File: config.mk
export PLATFORM = sky130hd
export DESIGN_NAME = ifetch_queue
export DESIGN_NICKNAME = d
export VERILOG_FILES = /design/src/rtl/ifetch_queue.sv
export SDC_FILE = /design/constraint.sdc
export NUM_CORES = 1
export LEC_CHECK = 0
export ABC_CLOCK_PERIOD_IN_PS = 3700
export CAP_MARGIN = 20
export CORE_ASPECT_RATIO = 1.2
export CORE_MARGIN = 2
export CORE_UTILIZATION = 35
export DETAILED_ROUTE_END_ITERATION = 6
export HOLD_SLACK_MARGIN = 0.05
export PLACE_DENSITY = 0.6
export SYNTH_ARGS = -nofsm -noshare
export SYNTH_HDL_FRONTEND = slang
export SYNTH_SLANG_ARGS = --single-unit
File: constraint.sdc
create_clock -name clk -period 3.7 [get_ports clk]
set_input_delay 0.74 -clock clk [delete_from_list [all_inputs] [get_ports clk]]
set_output_delay 0.74 -clock clk [all_outputs]
set_load 0.01 [all_outputs]
File: src/rtl/ifetch_queue.sv
// ----------------------------------------------------------------------------
// ifetch_queue
// Instruction fetch front end feeding the decode stage. It issues sequential
// requests to instruction memory over a req/ack handshake, buffers returned
// words with their PCs in a DEPTH-entry circular FIFO and presents the head
// to decode with a valid/ready handshake. A redirect flushes the FIFO,
// restarts fetch at redirect_pc and drops any stale in-flight response.
//
// Ports:
//   clk, rst                 clock (rising edge), async active-high reset
//   imem_req / imem_addr     fetch request, held stable until imem_ack
//   imem_ack / imem_rdata    memory response, data sampled on ack only
//   redirect / redirect_pc   flush and restart fetch (highest priority)
//   out_valid / out_ready    decode handshake for the FIFO head
//   out_insn / out_pc        head instruction and its address (0 when empty)
// ----------------------------------------------------------------------------
module ifetch_queue #(
    parameter int IADDRWIDTH = 16,
    parameter int IWIDTH     = 16,
    parameter int DEPTH      = 4,
    parameter logic [IADDRWIDTH-1:0] RESET_PC = {IADDRWIDTH{1'b0}}
) (
    input  logic                  clk,
    input  logic                  rst,
    output logic                  imem_req,
    output logic [IADDRWIDTH-1:0] imem_addr,
    input  logic                  imem_ack,
    input  logic [IWIDTH-1:0]     imem_rdata,
    input  logic                  redirect,
    input  logic [IADDRWIDTH-1:0] redirect_pc,
    output logic                  out_valid,
    input  logic                  out_ready,
    output logic [IWIDTH-1:0]     out_insn,
    output logic [IADDRWIDTH-1:0] out_pc
);

    localparam int PW = $clog2(DEPTH);
    localparam int CW = $clog2(DEPTH) + 1;
    localparam logic [CW-1:0]         DEPTH_C  = CW'(DEPTH);
    localparam logic [CW-1:0]         CNT_ZERO = {CW{1'b0}};
    localparam logic [PW-1:0]         PTR_ZERO = {PW{1'b0}};
    localparam logic [PW-1:0]         PTR_ONE  = PW'(1);
    localparam logic [IADDRWIDTH-1:0] ADDR_ONE = IADDRWIDTH'(1);

    // WAIT keeps the returning word, DISCARD drops it (redirected meanwhile)
    typedef enum logic [1:0] {
        S_IDLE    = 2'd0,
        S_WAIT    = 2'd1,
        S_DISCARD = 2'd2
    } state_t;

    state_t                  state_r;
    logic [IADDRWIDTH-1:0]   fetch_addr_r;
    logic                    req_r;
    logic [CW-1:0]           count_r;
    logic [PW-1:0]           wr_ptr_r;
    logic [PW-1:0]           rd_ptr_r;
    logic [IWIDTH-1:0]       insn_mem_r [DEPTH];
    logic [IADDRWIDTH-1:0]   pc_mem_r   [DEPTH];

    logic                    pop_s;
    logic                    push_s;
    logic [CW-1:0]           cnt_next_s;

    // Handshake decode and the occupancy the FIFO will have after this edge
    always_comb begin
        pop_s      = (count_r != CNT_ZERO) && out_ready;
        push_s     = (state_r == S_WAIT) && imem_ack && !redirect;
        cnt_next_s = count_r + CW'(push_s) - CW'(pop_s);
    end

    // Fetch FSM: request flag and fetch address move together with the state.
    // A request is only (re)issued when its result is guaranteed a FIFO slot.
    always_ff @(posedge clk or posedge rst) begin
        if (rst) begin
            state_r      <= S_IDLE;
            fetch_addr_r <= RESET_PC;
            req_r        <= 1'b0;
        end else begin
            case (state_r)
                S_IDLE: begin
                    if (redirect) begin
                        fetch_addr_r <= redirect_pc;
                        state_r      <= S_WAIT;
                        req_r        <= 1'b1;
                    end else if (count_r < DEPTH_C) begin
                        state_r      <= S_WAIT;
                        req_r        <= 1'b1;
                    end else begin
                        state_r      <= S_IDLE;
                        req_r        <= 1'b0;
                    end
                end
                S_WAIT: begin
                    if (redirect) begin
                        // An ack this cycle retires the old request, so the
                        // new one starts clean; otherwise its data is stale.
                        fetch_addr_r <= redirect_pc;
                        state_r      <= imem_ack ? S_WAIT : S_DISCARD;
                        req_r        <= 1'b1;
                    end else if (imem_ack) begin
                        fetch_addr_r <= fetch_addr_r + ADDR_ONE;
                        if (cnt_next_s < DEPTH_C) begin
                            state_r <= S_WAIT;
                            req_r   <= 1'b1;
                        end else begin
                            state_r <= S_IDLE;
                            req_r   <= 1'b0;
                        end
                    end else begin
                        state_r <= S_WAIT;
                        req_r   <= 1'b1;
                    end
                end
                S_DISCARD: begin
                    if (redirect) begin
                        fetch_addr_r <= redirect_pc;
                    end else begin
                        fetch_addr_r <= fetch_addr_r;
                    end
                    state_r <= imem_ack ? S_WAIT : S_DISCARD;
                    req_r   <= 1'b1;
                end
                default: begin
                    state_r <= S_IDLE;
                    req_r   <= 1'b0;
                end
            endcase
        end
    end

    // FIFO bookkeeping: flush wins over any same-cycle push or pop
    always_ff @(posedge clk or posedge rst) begin
        if (rst) begin
            count_r  <= CNT_ZERO;
            wr_ptr_r <= PTR_ZERO;
            rd_ptr_r <= PTR_ZERO;
        end else if (redirect) begin
            count_r  <= CNT_ZERO;
            wr_ptr_r <= PTR_ZERO;
            rd_ptr_r <= PTR_ZERO;
        end else begin
            if (push_s) begin
                wr_ptr_r <= wr_ptr_r + PTR_ONE;
            end else begin
                wr_ptr_r <= wr_ptr_r;
            end
            if (pop_s) begin
                rd_ptr_r <= rd_ptr_r + PTR_ONE;
            end else begin
                rd_ptr_r <= rd_ptr_r;
            end
            count_r <= cnt_next_s;
        end
    end

    // FIFO storage; contents are only observed while the entry is counted
    always_ff @(posedge clk) begin
        if (push_s) begin
            insn_mem_r[wr_ptr_r] <= imem_rdata;
            pc_mem_r[wr_ptr_r]   <= fetch_addr_r;
        end else begin
            insn_mem_r[wr_ptr_r] <= insn_mem_r[wr_ptr_r];
            pc_mem_r[wr_ptr_r]   <= pc_mem_r[wr_ptr_r];
        end
    end

    // All outputs come straight from registers; head is forced to 0 when empty
    assign imem_req  = req_r;
    assign imem_addr = fetch_addr_r;
    assign out_valid = (count_r != CNT_ZERO);
    assign out_insn  = out_valid ? insn_mem_r[rd_ptr_r] : {IWIDTH{1'b0}};
    assign out_pc    = out_valid ? pc_mem_r[rd_ptr_r]   : {IADDRWIDTH{1'b0}};

endmodule

# After elaboration in Yosys (flattened, before gate mapping)
# Memories as Yosys holds them, arrays and structs flattened.
# Cells that the tools add are included.
[totals]
reg_bits = 26
ram_bits = 128
mem_bits_ro = 0
latchBits = 0
n_memories = 2
input_bits = 37
[memory_table]
columns = ["name", "words", "word_bits", "rd", "rd_ports_with_merged_regs", "wr", "line_no", "source"]
rows = [
  ["insn_mem_r", 4, 16, 1, 0, 1, "58", "logic [IWIDTH-1:0] insn_mem_r [DEPTH];"],
  ["pc_mem_r", 4, 16, 1, 0, 1, "59", "logic [IADDRWIDTH-1:0] pc_mem_r [DEPTH];"],
]
[op_classes]
bitwise_logic = 2
multipliers = 0
add_sub_neg = 5
n_eq_ne = 5
shift = 0
n_reduce_logical = 12
n_mux = 29
div_mod_pow = 0
n_lt_le_gt_ge = 2
[ops]
columns = ["operator", "n"]
rows = [
  ["$mux W16", 7],
  ["$pmux W16 S2", 1],
  ["$add A16 B1 Y16 const B", 1],
  ["$mux W2", 7],
  ["$mux W1", 11],
  ["$lt A3 B3 Y1 const B", 2],
  ["$pmux W2 S3", 1],
  ["$reduce_bool A2 Y1", 3],
  ["$add A2 B1 Y2 const B", 2],
  ["$add A3 B1 Y3", 1],
  ["$logic_and A1 B1 Y1", 3],
  ["$mux W3", 1],
  ["$ne A3 B3 Y1 const B", 1],
  ["$pmux W1 S3", 1],
  ["$reduce_and A3 Y1", 1],
  ["$reduce_bool A3 Y1", 1],
  ["$sub A3 B1 Y3", 1],
  ["$eq A2 B1 Y1 const B", 1],
  ["$eq A2 B2 Y1 const B", 1],
  ["$logic_not A2 Y1", 1],
  ["$ne A2 B1 Y1 const B", 1],
  ["$or A1 B1 Y1", 2],
  ["$reduce_and A2 Y1", 1],
  ["$reduce_or A2 Y1", 1],
  ["other kinds (2)", 2],
]

# Depth between registers and ports, before layout
[depth]
word_depth = 10
ltp_mapped = 12
depth_no_buf = 11

# Worst setup path after synthesis
# OpenSTA, ideal clock, no wires.
[synth_path]
path_kind = "input port to flip-flop"
start = "in imem_ack"
end = "reg state_r[0]"
t_required_ns = 3.621
arrival_time_ns = 2.782
path_stages = 12
n_path_buf = 1
slack_ns = 0.838
path_cell_list = "clkbuf_1 > and4bb_1 > inv_2 > ha_1 > inv_1 > ha_1 > inv_1 > fa_1 > xnor3_1 > nor2_1 > a211oi_1 > a2bb2oi_1"
[synth_via]
elab_chain_cells = 9
[synth_lines]
columns = ["item", "line_no", "source"]
rows = [
  ["from (decl)", "27", "input logic imem_ack,"],
  ["$logic_and A1 B1 Y1 (2 in series)", "68", "push_s = (state_r == S_WAIT) && imem_ack && !redirect;"],
  ["$add A3 B1 Y3", "69", "cnt_next_s = count_r + CW'(push_s) - CW'(pop_s);"],
  ["$sub A3 B1 Y3", "69", ""],
  ["$lt A3 B3 Y1", "103", "if (cnt_next_s < DEPTH_C) begin"],
  ["$mux W1", "103", ""],
  ["$mux W2", "101", "end else if (imem_ack) begin"],
  ["$mux W2", "95", "if (redirect) begin"],
  ["$pmux W2 S3 *", "80", "case (state_r)"],
  ["to (signal assigned)", "99", "state_r <= imem_ack ? S_WAIT : S_DISCARD;"],
  ["to (signal assigned)", "121", "state_r <= imem_ack ? S_WAIT : S_DISCARD;"],
  ["to (decl)", "52", "state_t state_r;"],
]
# Mark *: on every way between the ends. The rest lies on a longest branch, timed or not.
# A chain may end at the register's enable or synchronous reset.

# Worst setup path in the final report
[layout_path]
start = "reg rd_ptr_r[0]"
end = "out out_insn[14]"
[layout_via]
elab_chain_cells = 2
[layout_lines]
columns = ["item", "line_no", "source"]
rows = [
  ["from (decl)", "57", "logic [PW-1:0] rd_ptr_r;"],
  ["from (signal assigned)", "149", "rd_ptr_r <= rd_ptr_r + PTR_ONE;"],
  ["from (signal assigned)", "151", "rd_ptr_r <= rd_ptr_r;"],
  ["$mem_v2 Z4 W16", "-", ""],
  ["$mux W16", "172", "assign out_insn = out_valid ? insn_mem_r[rd_ptr_r] : {IWIDTH{1'b0}};"],
  ["to (decl)", "33", "output logic [IWIDTH-1:0] out_insn,"],
]
# Every way passes these cells.

==> flow_summary.toml <==
[floorplan]
die_w_um = 128
start_util_pct = 35.7
core_mm2 = 0.0182
die_h_um = 153
io-pin-count = 87
num_rows = 54
dieArea_mm2 = 0.0197

[synthesis]
synth-edff-count = 128
avgSynthCellArea_um2 = 16.3
synthArstFlopShare_pct = 16.9
synth_cell_types = 49
yosysWarningCount = 0
syn_inst = 399
synth_flop_cell = "edfxtp_1"
yosysSeqAreaShare_pct = 69.2
synth_area_mm2 = 0.00649
synthesis.nets = 444
ys_seq_elements = 154

[routing]
avgRoutedWirePerCell_um = 19.1
antenna_left = 0
route.detailed.drc = 0
first_iter_violations = 233
drt_pass1_iterations = 4
viasPerCell = 5.19
wirelength_um = 14100
vias = 3820

[global_route]
grt_pass1_vias = 4093
grt_overflow_total = 0
grt_pass1_wl_um = 22300
grt_util_all_layers_pct = 15.2
antenna_found_initial = 0
grt_max_degree = 36

[cells_and_area]
fin_nets = 544
seq_area_mm2 = 0.00450
synthToLayoutAreaGrowth_pct = 27.6
fin_util_pct = 45.6
drive_gt1_share_pct = 17.6
n_fill_cell = 1577
multi_input_area_mm2 = 0.00188
diodes = 0
finish.instance_area_mm2 = 0.00829

[sta]
setup_viol = 0
max_freq_ghz = 0.312
finalCriticalPeriod_ps = 3210
skew_ps = 9.17
finalWorstSetupSlack_ps = 491
setup_tns_ps = 0
rsz0062_at_grt = "no"
slew-limit-headroom_pct = 56.1
slew_viol_final = 0
hold_viol = 0
worst_pin_slew_ps = 659
finalCritPeriodShare_pct = 86.7
holdWs_ps = 543

[outcome]
status = "finished, final reports clean"

[placement]
portBuffers = 86
gp_routability_congestion = 0.776
dp_hpwl_um = 8700
postPlaceCellArea_mm2 = 0.00769
place_worst_setup_slack_ps = 397

[power_and_ir_drop]
p_leak_nw = 2.79
peakVddDrop_v = 0.000294
powerDensity_mw_per_mm2 = 748

[clock_network]
clock_sinks = 154
cts_tree = "built"
htree_levels = 4
cts_setup_buffers = 0
clk-insertion-delay-late_ps = 420
postCtsHoldBufs = 0
clk_pin_slew_ps = 60
cts_buffers = 17
post_cts_resized = 0
cts_root_buf = "clkbuf_16"
clockBufferDepth = 2

[job]
cap_violations = 0

[worst_setup_path]
path_class = "reg2out"
crit_fanout = 13
arrival_ps = 2470
cp.required_ps = 2960
crit_path_start_kind = "flip-flop"
crit_path_end_kind = "primary output"

[worst_hold_path]
min_path_type = "reg2reg"
[through the flow]
step	power, W	std cells
6_report	0.00620	736
5_1_grt	0.00653	736
4_1_cts	0.00629	735
3_5_place_dp	0.00463	703
3_3_place_gp	0.00459	703
2_1_floorplan	0.00357	399
[cell usage in the layout (no fill, tap or decap), types with 4 or more instances in the layout]
cell	n
mux4_2	32
and2_2	4
nor3_1	7
o21ai_1	7
o21ai_0	4
edfxtp_1	128
clkbuf_16	17
ha_1	7
nor2_1	14
a21oi_1	16
dfrtp_1	25
nand2_1	23
a2bb2oi_1	4
inv_6	4
nand3_1	11
inv_1	9
buf_4	13
clkinv_4	4
and2_1	35
clkdlybuf4s50_1	86
nor2b_1	5
[critical path: stages, from the launching register on]
cell and delay [ps]:
dfrtp_2 640, buf_4 260, mux4_2 510, and2_1 170
clkdlybuf4s50_1 470
[final cells by class]
class                      count  area share, %
clock buffer                  18           5.18
clock inverter                14           1.68
inverter                      10          0.453
multi-input combinational    214           22.7
sequential                   154           54.3
tap                          224           3.38
timing repair buffer         102           12.4
[registers in the layout, indices dropped and copies added, names as in the netlist]
name	cells
imem_addr	16
imem_req	1
count_r	3
state_r	2
rd_ptr_r	2
insn_mem_r	64
wr_ptr_r	2
pc_mem_r	64
[synth_stat cells, drive strengths merged, types with 2 or more instances]
master | n | area (um2)
nand2 | 23 | 86.3
nor3 | 7 | 35.0
o211ai | 2 | 20.0
clkbuf | 13 | 48.8
a21oi | 16 | 80.1
buf | 8 | 40.0
edfxtp | 128 | 3840
a31oi | 2 | 12.5
a2bb2oi | 4 | 35.0
and2 | 39 | 244
nand4 | 4 | 40.0
o22ai | 3 | 18.8
inv | 10 | 37.5
nor2b | 5 | 31.3
xnor2 | 2 | 17.5
nor2 | 14 | 52.6
o21ai | 11 | 55.1
dfrtp | 26 | 651
ha | 7 | 87.6
o31ai | 2 | 15.0
o2bb2ai | 2 | 17.5
nor4 | 4 | 31.3
or3 | 3 | 18.8
nand3 | 11 | 55.1
a211oi | 3 | 22.5
or4 | 2 | 18.8
mux4 | 32 | 721
[power by group]
| part | leakage (nW) | internal, W | switching [W] |
|---|---|---|---|
| Combinational | 1.05 | 0.00111 | 0.000878 |
| Clock | 0.270 | 0.000939 | 0.000706 |
| Sequential | 1.47 | 0.00219 | 0.000375 |
| Total | 2.79 | 0.00424 | 0.00196 |
[final timing paths]
path	from	end	slack, ps	depth (start not counted)
max	rd_ptr_r[0]	out_insn[14]	490	4
min	rd_ptr_r[1]	rd_ptr_r[1]	540	2
max in group asynchronous	rst	imem_addr[6]	2630	3
max reg2reg	count_r[1]	state_r[0]	760	12
min in group asynchronous	rst	count_r[0]	620	2
min reg2reg	rd_ptr_r[1]	rd_ptr_r[1]	540	2
[routing by layer]
layer / vias up / wire [um] / GRT usage (%)
li1: 1748 / - / -
met1: 1964 / 6030 / 18.5
met2: 92 / 7210 / 26.1
met3: 16 / 622 / 4.03
met4: 0 / 232 / 5.39
met5: - / 0 / 0
[cell families (layout without fill, tap and decap cells)]
family,after synthesis,in the layout,synth area share [%]
compound gates,51,51,5.01
xor+xnor,4,4,0.751
fa+ha+maj,8,8,1.66
buf+inv,31,144,1.95
flops,154,154,69.2
mux,33,33,11.3
simple gates,118,118,10.2
No activity file was read; power rests on OpenSTA's default activity.
